--- src/rtl/hazard_ctrl_pkg.sv ---
// Shared definitions for the pipeline hazard controller: opcode classes
// (the same values the ID-stage Control decoder uses) and the FSM encoding.
package hazard_ctrl_pkg;

  localparam logic [6:0] RTYPE       = 7'b0110011;
  localparam logic [6:0] I_TYPE_ALU  = 7'b0010011;
  localparam logic [6:0] I_TYPE_LW   = 7'b0000011;
  localparam logic [6:0] S_TYPE      = 7'b0100011;
  localparam logic [6:0] SB_TYPE     = 7'b1100011;

  typedef enum logic [0:0] {
    RUN     = 1'b0,
    MEMWAIT = 1'b1
  } state_t;

  // True when the opcode reads its rs1 field.
  function automatic logic uses_rs1(input logic [6:0] op);
    return (op == RTYPE) || (op == I_TYPE_ALU) || (op == I_TYPE_LW) ||
           (op == S_TYPE) || (op == SB_TYPE);
  endfunction

  // True when the opcode reads its rs2 field.
  function automatic logic uses_rs2(input logic [6:0] op);
    return (op == RTYPE) || (op == S_TYPE) || (op == SB_TYPE);
  endfunction

endpackage

--- src/rtl/hazard_ctrl_sat_counter.sv ---
// Saturating up-counter: holds at all-ones instead of wrapping.
module sat_counter #(
  parameter int CNT_W = 16
) (
  input  logic             clk_i,
  input  logic             rst_i,
  input  logic             inc_i,
  output logic [CNT_W-1:0] cnt_o
);

  // Count enabled events, stopping at the maximum value.
  // NOTE: sequential state uses non-blocking assignments so every flop
  // samples pre-edge values regardless of block ordering.
  always_ff @(posedge clk_i or negedge rst_i) begin
    if (!rst_i) begin
      cnt_o <= '0;
    end else if (inc_i && (cnt_o != {CNT_W{1'b1}})) begin
      cnt_o <= cnt_o + 1'b1;
    end
  end

endmodule

--- src/rtl/hazard_ctrl.sv ---
// Hazard and stall controller for the 5-stage pipeline: load-use bubbles,
// ID-resolved branch flushes and data-cache miss freezes, plus event counters.
module hazard_ctrl
  import hazard_ctrl_pkg::*;
#(
  parameter int CNT_W  = 16,
  parameter int REG_AW = 5
) (
  input  logic              clk_i,
  input  logic              rst_i,
  input  logic [6:0]        ifid_op_i,
  input  logic [REG_AW-1:0] ifid_rs1_i,
  input  logic [REG_AW-1:0] ifid_rs2_i,
  input  logic              idex_memread_i,
  input  logic [REG_AW-1:0] idex_rd_i,
  input  logic              branch_taken_i,
  input  logic              dcache_stall_i,
  output logic              noop_o,
  output logic              pc_write_o,
  output logic              ifid_write_o,
  output logic              ifid_flush_o,
  output logic              pipe_stall_o,
  output logic [CNT_W-1:0]  bubble_cnt_o,
  output logic [CNT_W-1:0]  flush_cnt_o,
  output logic [CNT_W-1:0]  miss_cnt_o
);

  state_t state;
  logic   load_use;
  logic   bubble_inc;
  logic   flush_inc;
  logic   miss_inc;

  // A load in EX whose destination feeds a source read in ID; x0 is never a hazard.
  assign load_use = idex_memread_i && (idex_rd_i != '0) &&
                    ((uses_rs1(ifid_op_i) && (idex_rd_i == ifid_rs1_i)) ||
                     (uses_rs2(ifid_op_i) && (idex_rd_i == ifid_rs2_i)));

  // Event qualifiers mirror the output priority: freeze beats bubble beats flush.
  assign bubble_inc = !dcache_stall_i && load_use;
  assign flush_inc  = !dcache_stall_i && !load_use && branch_taken_i;
  assign miss_inc   = (state == RUN) && dcache_stall_i;

  // Miss tracking FSM: one miss episode spans RUN -> MEMWAIT -> RUN.
  always_ff @(posedge clk_i or negedge rst_i) begin
    if (!rst_i) begin
      state <= RUN;
    end else begin
      case (state)
        RUN:     if (dcache_stall_i)  state <= MEMWAIT;
        MEMWAIT: if (!dcache_stall_i) state <= RUN;
        default: state <= RUN;
      endcase
    end
  end

  // Zero-latency control outputs; reset holds the pipeline clear.
  // NOTE: every output gets a default first so no latch is inferred.
  always_comb begin
    noop_o       = 1'b0;
    pc_write_o   = 1'b1;
    ifid_write_o = 1'b1;
    ifid_flush_o = 1'b0;
    pipe_stall_o = 1'b0;
    if (!rst_i) begin
      noop_o       = 1'b1;
      pc_write_o   = 1'b0;
      ifid_write_o = 1'b0;
      ifid_flush_o = 1'b1;
    end else if (dcache_stall_i) begin
      pipe_stall_o = 1'b1;
      pc_write_o   = 1'b0;
      ifid_write_o = 1'b0;
    end else if (load_use) begin
      noop_o       = 1'b1;
      pc_write_o   = 1'b0;
      ifid_write_o = 1'b0;
    end else if (branch_taken_i) begin
      ifid_flush_o = 1'b1;
    end
  end

  sat_counter #(.CNT_W(CNT_W)) u_bubble_cnt (
    .clk_i (clk_i),
    .rst_i (rst_i),
    .inc_i (bubble_inc),
    .cnt_o (bubble_cnt_o)
  );

  sat_counter #(.CNT_W(CNT_W)) u_flush_cnt (
    .clk_i (clk_i),
    .rst_i (rst_i),
    .inc_i (flush_inc),
    .cnt_o (flush_cnt_o)
  );

  sat_counter #(.CNT_W(CNT_W)) u_miss_cnt (
    .clk_i (clk_i),
    .rst_i (rst_i),
    .inc_i (miss_inc),
    .cnt_o (miss_cnt_o)
  );

endmodule

--- config.mk ---
export PLATFORM = sky130hd
export DESIGN_NAME = hazard_ctrl
export DESIGN_NICKNAME = d
export VERILOG_FILES = /design/src/rtl/hazard_ctrl_pkg.sv /design/src/rtl/hazard_ctrl_sat_counter.sv /design/src/rtl/hazard_ctrl.sv
export SDC_FILE = /design/constraint.sdc
export NUM_CORES = 1
export LEC_CHECK = 0
export ABC_AREA = 1
export BUFFER_PORTS_ARGS = -buffer_cell sky130_fd_sc_hd__buf_2
export CORE_MARGIN = 4
export CORE_UTILIZATION = 55
export DETAILED_ROUTE_END_ITERATION = 7
export PLACE_DENSITY_LB_ADDON = 0.12
export SLEW_MARGIN = 20
export SYNTH_ARGS = -nofsm -noshare
export SYNTH_HDL_FRONTEND = slang
export SYNTH_SLANG_ARGS = --single-unit
--- constraint.sdc ---
create_clock -name clk_i -period 4.4 [get_ports clk_i]
set_clock_uncertainty 0.15 [all_clocks]
set_input_delay 0.66 -clock clk_i [delete_from_list [all_inputs] [get_ports clk_i]]
set_output_delay 0.66 -clock clk_i [all_outputs]
set_load 0.01 [all_outputs]
==> impl_metrics.py <==
metrics = {
    "finish": {
        "multi_input_comb_area_um2": 1640,
        "fin_nets": 516,
        "ff_latch_area_um2": 1230,
        "final_cell_area_um2": 3640,
        "fillers": 502,
        "drive_gt1_share_pct": 22.0,
        "syn_to_final_growth_pct": 17.4,
        "fin_util_pct": 66.2,
        "antenna_cells": 0,
    },
    "clocking": {
        "cts_tree": "done",
        "numCtsBuffers": 5,
        "cts_hold_buf": 0,
        "clock_latency_ns": 0.30,
        "cts_resized": 0,
        "clk_pin_slew_worst_paths_ns": 0.09,
        "post_cts_buffers": 0,
        "ctsLongestPathBuffers": 2,
        "clkSinkCount": 49,
        "cts_root_buf": "clkbuf_8",
        "h-tree-depth": 2,
    },
    "critical_path": {
        "max_stage_delay_ns": 0.41,
        "crit_path_end_kind": "output pin",
        "ff2ff_setup_slack_ns": 2.01,
        "critPathMaxFanout": 17,
        "critPathSlowestCell": "a21oi_4",
        "crit_chain": "buf_2, inv_1, nand3_1, nor3_1, nor2_2, a21oi_4, nand2_1, nand2_1, buf_2",
        "critPathBufInv": 3,
        "critical-path-top-delay-family": "simple AND/OR/NAND/NOR gates",
        "cp.required_ns": 3.59,
        "start_kind": "input port",
        "cp.arrival_ns": 1.93,
        "critPathKind": "in -> out",
    },
    "global_routing": {
        "grt_max_degree": 29,
        "grt_pass1_vias": 2716,
        "globalRouteTotalUtil_pct": 20.5,
        "grt_pass1_wl_mm": 12.0,
        "antenna_found_initial": 0,
        "gr-total-overflow": 0,
    },
    "sta": {
        "worst_slew_pin_slew_ns": 0.621,
        "setup_viol": 0,
        "whs_ns": 0.216,
        "fin_crit_ns": 2.74,
        "min_period_over_period_pct": 62.2,
        "fmax_mhz": 366,
        "slew_headroom_pct": 58.6,
        "hold_violations": 0,
        "grt_setup_unrepaired": "false",
        "slew_violations": 0,
        "setup_tns_ns": 0,
    },
    "detailed_routing": {
        "final_antenna_net_count": 0,
        "wl_per_cell_um": 12.3,
        "viasPerCell": 5.07,
        "vias": 2834,
        "drcViolationCount": 0,
        "routed_wl_mm": 6.89,
        "drtIter0Drc": 145,
        "drtPass1Iterations": 4,
    },
    "place": {
        "io_buffers": 79,
        "placed_area_um2": 3530,
        "dp_hpwl_mm": 5.33,
        "gp_congestion": 0.872,
    },
    "synthesis": {
        "yosys_warnings": 0,
        "synth_top_family_by_area": "simple AND/OR/NAND/NOR gates",
        "synth-simple-area-share_pct": 37.3,
        "synth_compound_area_share_pct": 3.02,
        "ys_ff_latch": 49,
        "synth_nets": 438,
        "syn_area_um2": 3110,
        "post_synth_num_cell_types": 31,
        "syn_inst": 408,
        "syn_avg_cell_area_um2": 7.61,
        "synthMuxAreaShare_pct": 0,
        "synth-xor-area-share_pct": 11.3,
        "post_synth_fa_ha_maj_area_fraction_pct": 1.21,
        "yosysSeqAreaShare_pct": 39.5,
    },
    "power": {
        "pwr_density_cell_nw_per_um2": 306,
        "ir_worst_vdd_v": 0.000242,
        "power_leakage_uw": 0.00197,
    },
    "worst_hold_path": {
        "holdCritPathClass": "in -> async",
    },
    "die": {
        "num_rows": 27,
        "io_pins": 80,
        "die_area_um2": 6910,
        "die_y_um": 83.1,
        "core-area_um2": 5510,
        "initial_core_util_pct": 56.4,
        "die_x_um": 83.1,
    },
    "run": {
        "maxCapViolations": 0,
    },
    "status": {
        "status": "completed",
    },
}
[worst paths after layout]
kind / end / cells after the start / startpoint
setup / recovery: ifid_flush_o / 9 / idex_rd_i[4]
hold / removal: u_bubble_cnt.cnt_o[1] / 1 / rst_i
setup reg to reg: u_bubble_cnt.cnt_o[13] / 10 / u_bubble_cnt.cnt_o[0]
hold reg to reg: u_miss_cnt.cnt_o[15] / 2 / u_miss_cnt.cnt_o[15]
max in group asynchronous: u_miss_cnt.cnt_o[3] / 2 / rst_i
min in group clk_i: u_miss_cnt.cnt_o[15] / 2 / u_miss_cnt.cnt_o[15]
[registers in the layout, summed over array words and instances (netlist names)]
| name | flops |
|---|---|
| state | 1 |
| u_bubble_cnt.cnt_o | 16 |
| u_flush_cnt.cnt_o | 16 |
| u_miss_cnt.cnt_o | 16 |
[cell type report]
cell class | instances | share of cell area [%]
inverter | 43 | 4.43
timing repair buffer | 81 | 11.3
tap | 72 | 2.47
sequential | 49 | 33.6
clock inverter | 1 | 0.824
clock buffer | 7 | 2.37
multi-input combinational | 306 | 45.0
[cell usage after synthesis]
master | count | area, um2
a21oi_4 | 1 | 16.3
and3_1 | 1 | 6.26
buf_1 | 1 | 3.75
buf_12 | 1 | 20.0
buf_2 | 4 | 20.0
buf_4 | 1 | 7.51
buf_6 | 2 | 22.5
clkbuf_1 | 1 | 3.75
dfrtp_1 | 49 | 1230
ha_1 | 3 | 37.5
inv_1 | 43 | 161
nand2_1 | 138 | 518
nand2_2 | 6 | 37.5
nand3_1 | 22 | 110
nand3_2 | 1 | 10.0
nand3b_1 | 2 | 15.0
nand4_1 | 22 | 138
nand4_2 | 1 | 12.5
nand4_4 | 2 | 42.5
nor2_1 | 30 | 113
nor2_2 | 1 | 6.26
nor2_4 | 3 | 33.8
nor3_1 | 16 | 80.1
nor3_2 | 1 | 10.0
nor3b_1 | 1 | 7.51
nor3b_4 | 1 | 18.8
o21ai_0 | 9 | 45.0
o21ai_1 | 3 | 15.0
o21ai_2 | 2 | 17.5
xnor2_1 | 16 | 140
xor2_1 | 24 | 210
[cell families after synthesis]
group           Yosys count
fa+ha+maj                 3
xor+xnor                 40
buf+inv                  53
simple gates            248
flops                    49
compound gates           15
[report_power, final]
group | total (uW) | internal, uW | switching, uW
Sequential | 554 | 497 | 56.8
Combinational | 230 | 95.6 | 134
Clock | 332 | 185 | 147
Total | 1120 | 778 | 337
[metrics by stage]
step | worst slack (ns) | power, uW | std cells
floorplan | 1.95 | 692 | 408
detailed placement | 1.65 | 794 | 551
global route | 1.44 | 1190 | 559
global placement | 1.65 | 785 | 551
CTS | 1.66 | 1130 | 559
finish | 1.66 | 1120 | 559
[cell usage in the layout, fill, tap and decap left out, drive strengths merged, types with 3 or more instances in the layout]
master,Yosys,layout
buf,9,81
clkbuf,1,7
dfrtp,49,49
ha,3,3
inv,43,43
nand2,144,144
nand3,23,23
nand4,25,25
nor2,34,34
nor3,17,17
o21ai,14,14
xnor2,16,16
xor2,24,24
[per-layer routing]
metal,vias up,global-route usage (%),share of wire (%)
met5,-,0,0
met4,0,4.75,0.48
met3,4,2.88,4.6
met2,71,37.1,51
met1,1311,25.8,44
li1,1448,-,-
[worst reg2reg max path, stage by stage, from the launching register on]
cell	delay (ns)
dfrtp_1	0.43
ha_1	0.25
nand3_2	0.13
nor2_4	0.06
nand2_2	0.09
nor2_4	0.05
nand2_2	0.05
nand4_2	0.45
inv_1	0.48
nand2_1	0.08
o21ai_1	0.09
Note: power is estimated with default switching activity, not from simulation.
